## src/rtl/seg7_digit_driver.sv

```systemverilog
`default_nettype none
// ============================================================================
// Module  : seg7_digit_driver
// Brief   : 4-digit 7-segment driver with frame-synchronous value shadowing,
//           anti-ghosting blanking and illegal-select detection.
// Revision: 1.0
// ============================================================================
module seg7_digit_driver #(
   parameter int BLANK_CYCLES = 3,
   parameter bit LZB          = 1'b1
) (
   input  logic        clk,
   input  logic        reset,
   input  logic [3:0]  dig_sel,
   input  logic [15:0] val_data,
   input  logic [3:0]  val_dp,
   input  logic        val_valid,
   output logic        val_ready,
   output logic [3:0]  an,
   output logic [6:0]  seg,
   output logic        dp,
   output logic        frame_start,
   output logic        sel_err
);

   localparam logic [1:0] c_S_IDLE  = 2'd0;
   localparam logic [1:0] c_S_BLANK = 2'd1;
   localparam logic [1:0] c_S_SHOW  = 2'd2;
   localparam logic [7:0] c_BLANK   = 8'(BLANK_CYCLES);

   logic [3:0]  s1_q, s2_q, s3_q;
   logic [15:0] pend_data_q, pend_data_d, shadow_q, shadow_d;
   logic [3:0]  pend_dp_q, pend_dp_d, shadow_dp_q, shadow_dp_d;
   logic        pend_full_q, pend_full_d, val_ready_q;
   logic [1:0]  state_q, state_d;
   logic [7:0]  cnt_q, cnt_d;
   logic        err_q, err_d;
   logic [3:0]  an_q, an_d;
   logic [6:0]  seg_q, seg_d;
   logic        dp_q, dp_d, frame_start_q;
   logic        w_chg, w_legal, w_frame_evt, w_accept;
   logic [1:0]  w_dig_idx;
   logic [3:0]  w_lz;

   function automatic logic [6:0] f_hex7(input logic [3:0] n);
      case (n)
         4'h0: f_hex7 = 7'h40;  4'h1: f_hex7 = 7'h79;
         4'h2: f_hex7 = 7'h24;  4'h3: f_hex7 = 7'h30;
         4'h4: f_hex7 = 7'h19;  4'h5: f_hex7 = 7'h12;
         4'h6: f_hex7 = 7'h02;  4'h7: f_hex7 = 7'h78;
         4'h8: f_hex7 = 7'h00;  4'h9: f_hex7 = 7'h10;
         4'hA: f_hex7 = 7'h08;  4'hB: f_hex7 = 7'h03;
         4'hC: f_hex7 = 7'h46;  4'hD: f_hex7 = 7'h21;
         4'hE: f_hex7 = 7'h06;  default: f_hex7 = 7'h0E;
      endcase
   endfunction

   assign w_chg       = (s2_q != s3_q);
   assign w_frame_evt = w_chg && (s2_q == 4'b1110);
   assign w_accept    = val_valid && val_ready_q;

   always_comb begin
      w_legal   = 1'b1;
      w_dig_idx = 2'd0;
      case (s2_q)
         4'b1110: w_dig_idx = 2'd0;
         4'b1101: w_dig_idx = 2'd1;
         4'b1011: w_dig_idx = 2'd2;
         4'b0111: w_dig_idx = 2'd3;
         default: w_legal   = 1'b0;
      endcase
   end

   // Shadow swaps only at frame start so a value never tears across a scan.
   always_comb begin
      shadow_d    = shadow_q;
      shadow_dp_d = shadow_dp_q;
      pend_full_d = pend_full_q;
      pend_data_d = pend_data_q;
      pend_dp_d   = pend_dp_q;
      if (w_frame_evt && pend_full_q) begin
         shadow_d    = pend_data_q;
         shadow_dp_d = pend_dp_q;
         pend_full_d = 1'b0;
      end
      if (w_accept) begin
         pend_data_d = val_data;
         pend_dp_d   = val_dp;
         pend_full_d = 1'b1;
      end
   end

   always_ff @(posedge clk) begin
      if (!reset) begin
         s1_q          <= 4'hF;
         s2_q          <= 4'hF;
         s3_q          <= 4'hF;
         pend_data_q   <= 16'h0;
         pend_dp_q     <= 4'h0;
         pend_full_q   <= 1'b0;
         shadow_q      <= 16'h0;
         shadow_dp_q   <= 4'h0;
         val_ready_q   <= 1'b1;
         frame_start_q <= 1'b0;
         err_q         <= 1'b0;
      end else begin
         s1_q          <= dig_sel;
         s2_q          <= s1_q;
         s3_q          <= s2_q;
         pend_data_q   <= pend_data_d;
         pend_dp_q     <= pend_dp_d;
         pend_full_q   <= pend_full_d;
         shadow_q      <= shadow_d;
         shadow_dp_q   <= shadow_dp_d;
         val_ready_q   <= ~pend_full_d;
         frame_start_q <= w_frame_evt;
         err_q         <= err_d;
      end
   end

   always_ff @(posedge clk) begin
      if (!reset) begin
         state_q <= c_S_IDLE;
         cnt_q   <= 8'd0;
         an_q    <= 4'hF;
         seg_q   <= 7'h7F;
         dp_q    <= 1'b1;
      end else begin
         state_q <= state_d;
         cnt_q   <= cnt_d;
         an_q    <= an_d;
         seg_q   <= seg_d;
         dp_q    <= dp_d;
      end
   end

   always_comb begin
      state_d = state_q;
      cnt_d   = cnt_q;
      err_d   = err_q | (w_chg & ~w_legal);
      if (w_chg) begin
         if (!w_legal) begin
            state_d = c_S_IDLE;
         end else if (c_BLANK == 8'd0) begin
            state_d = c_S_SHOW;
         end else begin
            state_d = c_S_BLANK;
            cnt_d   = c_BLANK - 8'd1;
         end
      end else if (state_q == c_S_BLANK) begin
         if (cnt_q == 8'd0) state_d = c_S_SHOW;
         else               cnt_d   = cnt_q - 8'd1;
      end
   end

   // w_lz[k]: nibbles k..3 of the shadow are all zero.
   always_comb begin
      w_lz[3] = (shadow_d[15:12] == 4'h0);
      w_lz[2] = w_lz[3] && (shadow_d[11:8] == 4'h0);
      w_lz[1] = w_lz[2] && (shadow_d[7:4] == 4'h0);
      w_lz[0] = 1'b0;
   end

   always_comb begin
      an_d  = 4'hF;
      seg_d = 7'h7F;
      dp_d  = 1'b1;
      if (state_d == c_S_SHOW) begin
         an_d  = s2_q;
         seg_d = (LZB && w_lz[w_dig_idx]) ? 7'h7F
                                          : f_hex7(shadow_d[{w_dig_idx, 2'b00} +: 4]);
         dp_d  = ~shadow_dp_d[w_dig_idx];
      end
   end

   assign val_ready   = val_ready_q;
   assign an          = an_q;
   assign seg         = seg_q;
   assign dp          = dp_q;
   assign frame_start = frame_start_q;
   assign sel_err     = err_q;

endmodule
`default_nettype wire

```

## config.mk

```make
export PLATFORM = sky130hd
export DESIGN_NAME = seg7_digit_driver
export DESIGN_NICKNAME = d
export VERILOG_FILES = /design/src/rtl/seg7_digit_driver.sv
export SDC_FILE = /design/constraint.sdc
export NUM_CORES = 1
export LEC_CHECK = 0
export ABC_AREA = 1
export CAP_MARGIN = 20
export CORE_MARGIN = 2
export CORE_UTILIZATION = 50
export CTS_BUF_LIST = sky130_fd_sc_hd__clkbuf_4
export DETAILED_ROUTE_END_ITERATION = 8
export PLACE_DENSITY = 0.81
export SYNTH_ARGS = -nofsm -noshare
export SYNTH_HDL_FRONTEND = slang
export SYNTH_SLANG_ARGS = --single-unit
```

## constraint.sdc

```tcl
create_clock -name clk -period 2.8 [get_ports clk]
set_input_delay 0.56 -clock clk [delete_from_list [all_inputs] [get_ports clk]]
set_output_delay 0.56 -clock clk [all_outputs]
set_load 0.05 [all_outputs]
```

==> impl_metrics.yaml, run 1 <==
setup_path:
  cpLargestDelayFamily: "simple AND/OR/NAND/NOR gates"
  cp.depth: 15
  path_cells: "nand2_1 > nor3_1 > nor2_1 > inv_2 > nor2_2 > nand2_1 > o21ai_1 > inv_1 > nand2_1 > inv_2 > ha_1 > inv_1 > nand3_1 > nand3_1 > nand4_1"
  r2r_setup_slack_ps: 320
  worst-setup-path-type: "flop to flop"
  rr_worst_depth: 15
  slowest_stage: "dfxtp_1"
  crit_arrival_ps: 2790
  critPathRequiredTime_ps: 3110
  worst_path_most_repeated_cell: "nand2_1"
  r2r_start: "s2_q[3]"
  cp_slowest_stage_delay_ps: 380
  critical_path.startpoint: "s2_q[3]"
  worst-path-max-fanout: 6
  cp_num_buf_inv: 4
  cp-end-kind: "flop"
  cp-start-kind: "flop"
  crit_end: "seg[0]"
  rr_endpoint: "seg[0]"
route:
  first_pass_iters: 5
  drt_iter0_drc: 155
  detail-route-antenna-nets: 0
  drt_wl_total_mm: 6.65
  wl_per_cell_um: 11.6
  route.detailed.drc: 0
  viasPerCell: 5.06
  routed-via-count: 2900
clock_network:
  cts.clk_slew.worst_paths_ps: 110
  htreeDepth: 3
  holdBufCountCts: 0
  cts_tree: "built"
  clock-sinks: 78
  clk_latency_ps: 430
  post-cts-setup-buffers: 0
  cts_resized: 0
  cts_buffers: 9
  clockBufferDepth: 2
  cts_root_buf: "clkbuf_4"
finish:
  utilization: 0.612
  seqCellArea_mm2: 0.00156
  syn2layout_area_growth_pct: 17.8
  diodes: 0
  drive_gt1_frac: 0.113
  finalInstanceArea_mm2: 0.00388
  multi_input_area_mm2: 0.00145
  nFillCells: 562
  fin_nets: 524
die:
  row_count: 29
  die_y_um: 85.2
  core_mm2: 0.00635
  fp.dieArea_mm2: 0.00726
  die_w_um: 85.2
  pin_count: 42
  initial_core_util: 0.519
timing:
  slew_violations: 0
  max_clock_freq_ghz: 0.404
  maxSlewHeadroom: 0.667
  final-hold-violation-count: 0
  fin_crit_ps: 2480
  tightest_slew_ps: 498
  finalSetupViolCount: 0
  worst_slack_ps: 322
  rsz0062_at_grt: "no"
  finalCritPeriodShare: 0.885
  tns_ps: 0
  clock_skew_ps: 8.98
synth:
  synthArstFlopShare: 0
  synthesis.instances: 447
  synth_fp_nets: 480
  synth.cell_area_mm2: 0.00330
  synthTopCellsByArea: "dfxtp_1 47%, nand2_1 11%, nor2_1 6.3%"
  synthFlopType: "dfxtp_1"
  yosys.area.top_type: "dfxtp_1"
  syn_area_per_cell_um2: 7.38
  synth-seq-cells: 78
  yosysSeqAreaShare: 0.474
  synth_commonest_cells: "100 x nand2_1, 78 x dfxtp_1, 55 x nor2_1, 45 x inv_1, 34 x o21ai_0"
  ys_warn_count: 0
  synth_top_cell_area_share: 0.474
  synth_most_common_cell: "nand2_1"
  synth_edf_count: 0
  yosysUniqueCellTypes: 30
placement:
  gp_congestion: 0.912
  place_ws_ps: 370
  place_area_mm2: 0.00378
  portBuffers: 41
  hpwl_mm: 4.91
run_status:
  status: "completed"
power_and_ir_drop:
  pwr_density_cell_mw_per_mm2: 565
  power_leakage_uw: 0.00173
  peakVddDrop_v: 0.000323
global_routing:
  grt_first_pass_wirelength_mm: 11.1
  grt_pass1_vias: 2573
  track_usage: 0.194
  grt_max_degree: 34
  gr-total-overflow: 0
  antenna_found_initial: 0
run:
  maxCapViolations: 0
worst_hold_path:
  hold_path.class: "flop to flop"
-- cell usage in the layout, fill, tap and decap left out --
cell type        synthesis  final
inv_2                   11     11
nand2_1                100    100
o21ai_0                 34     34
nor3_4                   1      1
o21ai_1                  2      2
clkinv_2                 0      3
clkdlybuf4s50_1          0     41
ha_1                     6      6
nand2_4                  1      1
nor2_4                   1      1
nor3_2                   2      2
nand3_1                 30     30
nor4_1                   2      2
clkinv_1                 0      1
inv_1                   45     45
nand2_2                  3      3
clkbuf_4                 0     11
nor3_1                   5      5
nand3_4                  1      1
a31oi_1                  1      1
or2_2                    9      9
xor2_1                   1      1
buf_4                    1      6
nand3_2                  2      2
nand4_1                 12     12
o21ai_2                  1      1
nor2_1                  55     55
dfxtp_1                 78     78
nor2_2                   3      3
clkinvlp_4               0      1
o2111ai_1                1      1
a21oi_1                 26     26
-- flip-flops by register name (all words and copies together) (netlist names) --
signal and flops:
an 4, cnt_q 8, dp 1, frame_start 1
pend_data_q 16, pend_dp_q 4, pend_full_q 1, s1_q 4
s2_q 4, s3_q 4, seg 7, sel_err 1
shadow_dp_q 4, shadow_q 16, state_q 2, val_ready 1
-- metal layers --
layer,global-route usage,part of all wire,vias to the layer above
li1,-,-,1519
met1,0.242,0.45,1273
met2,0.313,0.46,91
met3,0.0486,0.065,17
met4,0.0924,0.022,0
met5,0,0,-
-- stage by stage --
step | std cells | hold WS, ps | power [µW]
3_3_place_gp | 557 | 397 | 1640
6_report | 573 | 423 | 2190
5_1_grt | 573 | 452 | 2320
4_1_cts | 573 | 431 | 2210
2_1_floorplan | 447 | 393 | 1530
3_5_place_dp | 557 | 405 | 1660
-- report_power, final --
group | internal, µW | total (µW) | switching [µW]
logic | 156 | 418 | 262
registers | 1180 | 1210 | 36.3
clock network | 195 | 561 | 366
total | 1530 | 2190 | 664
-- final cells by class --
cell class                      count  area share
Inverter                           56      0.0541
Tap cell                           77      0.0248
Sequential cell                    78       0.402
Clock inverter                      5     0.00676
Multi-Input combinational cell    299       0.374
Clock buffer                       11      0.0213
Timing Repair Buffer               47       0.117
-- how the worst min path moves through the flow --
stage | cells past startpoint | start | endpoint | slack, ps
after floorplan | 1 | s1_q[0] | s2_q[0] | 390
after global placement | 1 | s1_q[1] | s2_q[1] | 400
after detailed placement | 1 | s1_q[0] | s2_q[0] | 410
after CTS | 1 | s1_q[3] | s2_q[3] | 430
after global routing | 1 | s1_q[0] | s2_q[0] | 450
final | 1 | s1_q[3] | s2_q[3] | 420
-- cells by family (layout without fill, tap and decap cells) --
family                     count (synthesis)  after routing  synth area share
DFF                                       78             78             0.474
and+or+nand+nor                          227            227             0.314
xor gates and xnor gates                   1              1           0.00266
AOI/OAI and AO/OA                         65             65             0.101
adders and majority gates                  6              6            0.0228
buffers and inverters                     70            119            0.0858
Power figures use the tool's default switching activity.
==> inputs of run 2 (changes only) <==
CAP_MARGIN = unset   (was 20)
==> results of run 2 <==
Same layout as run 1: the final DEF is identical, and so are final timing and power.
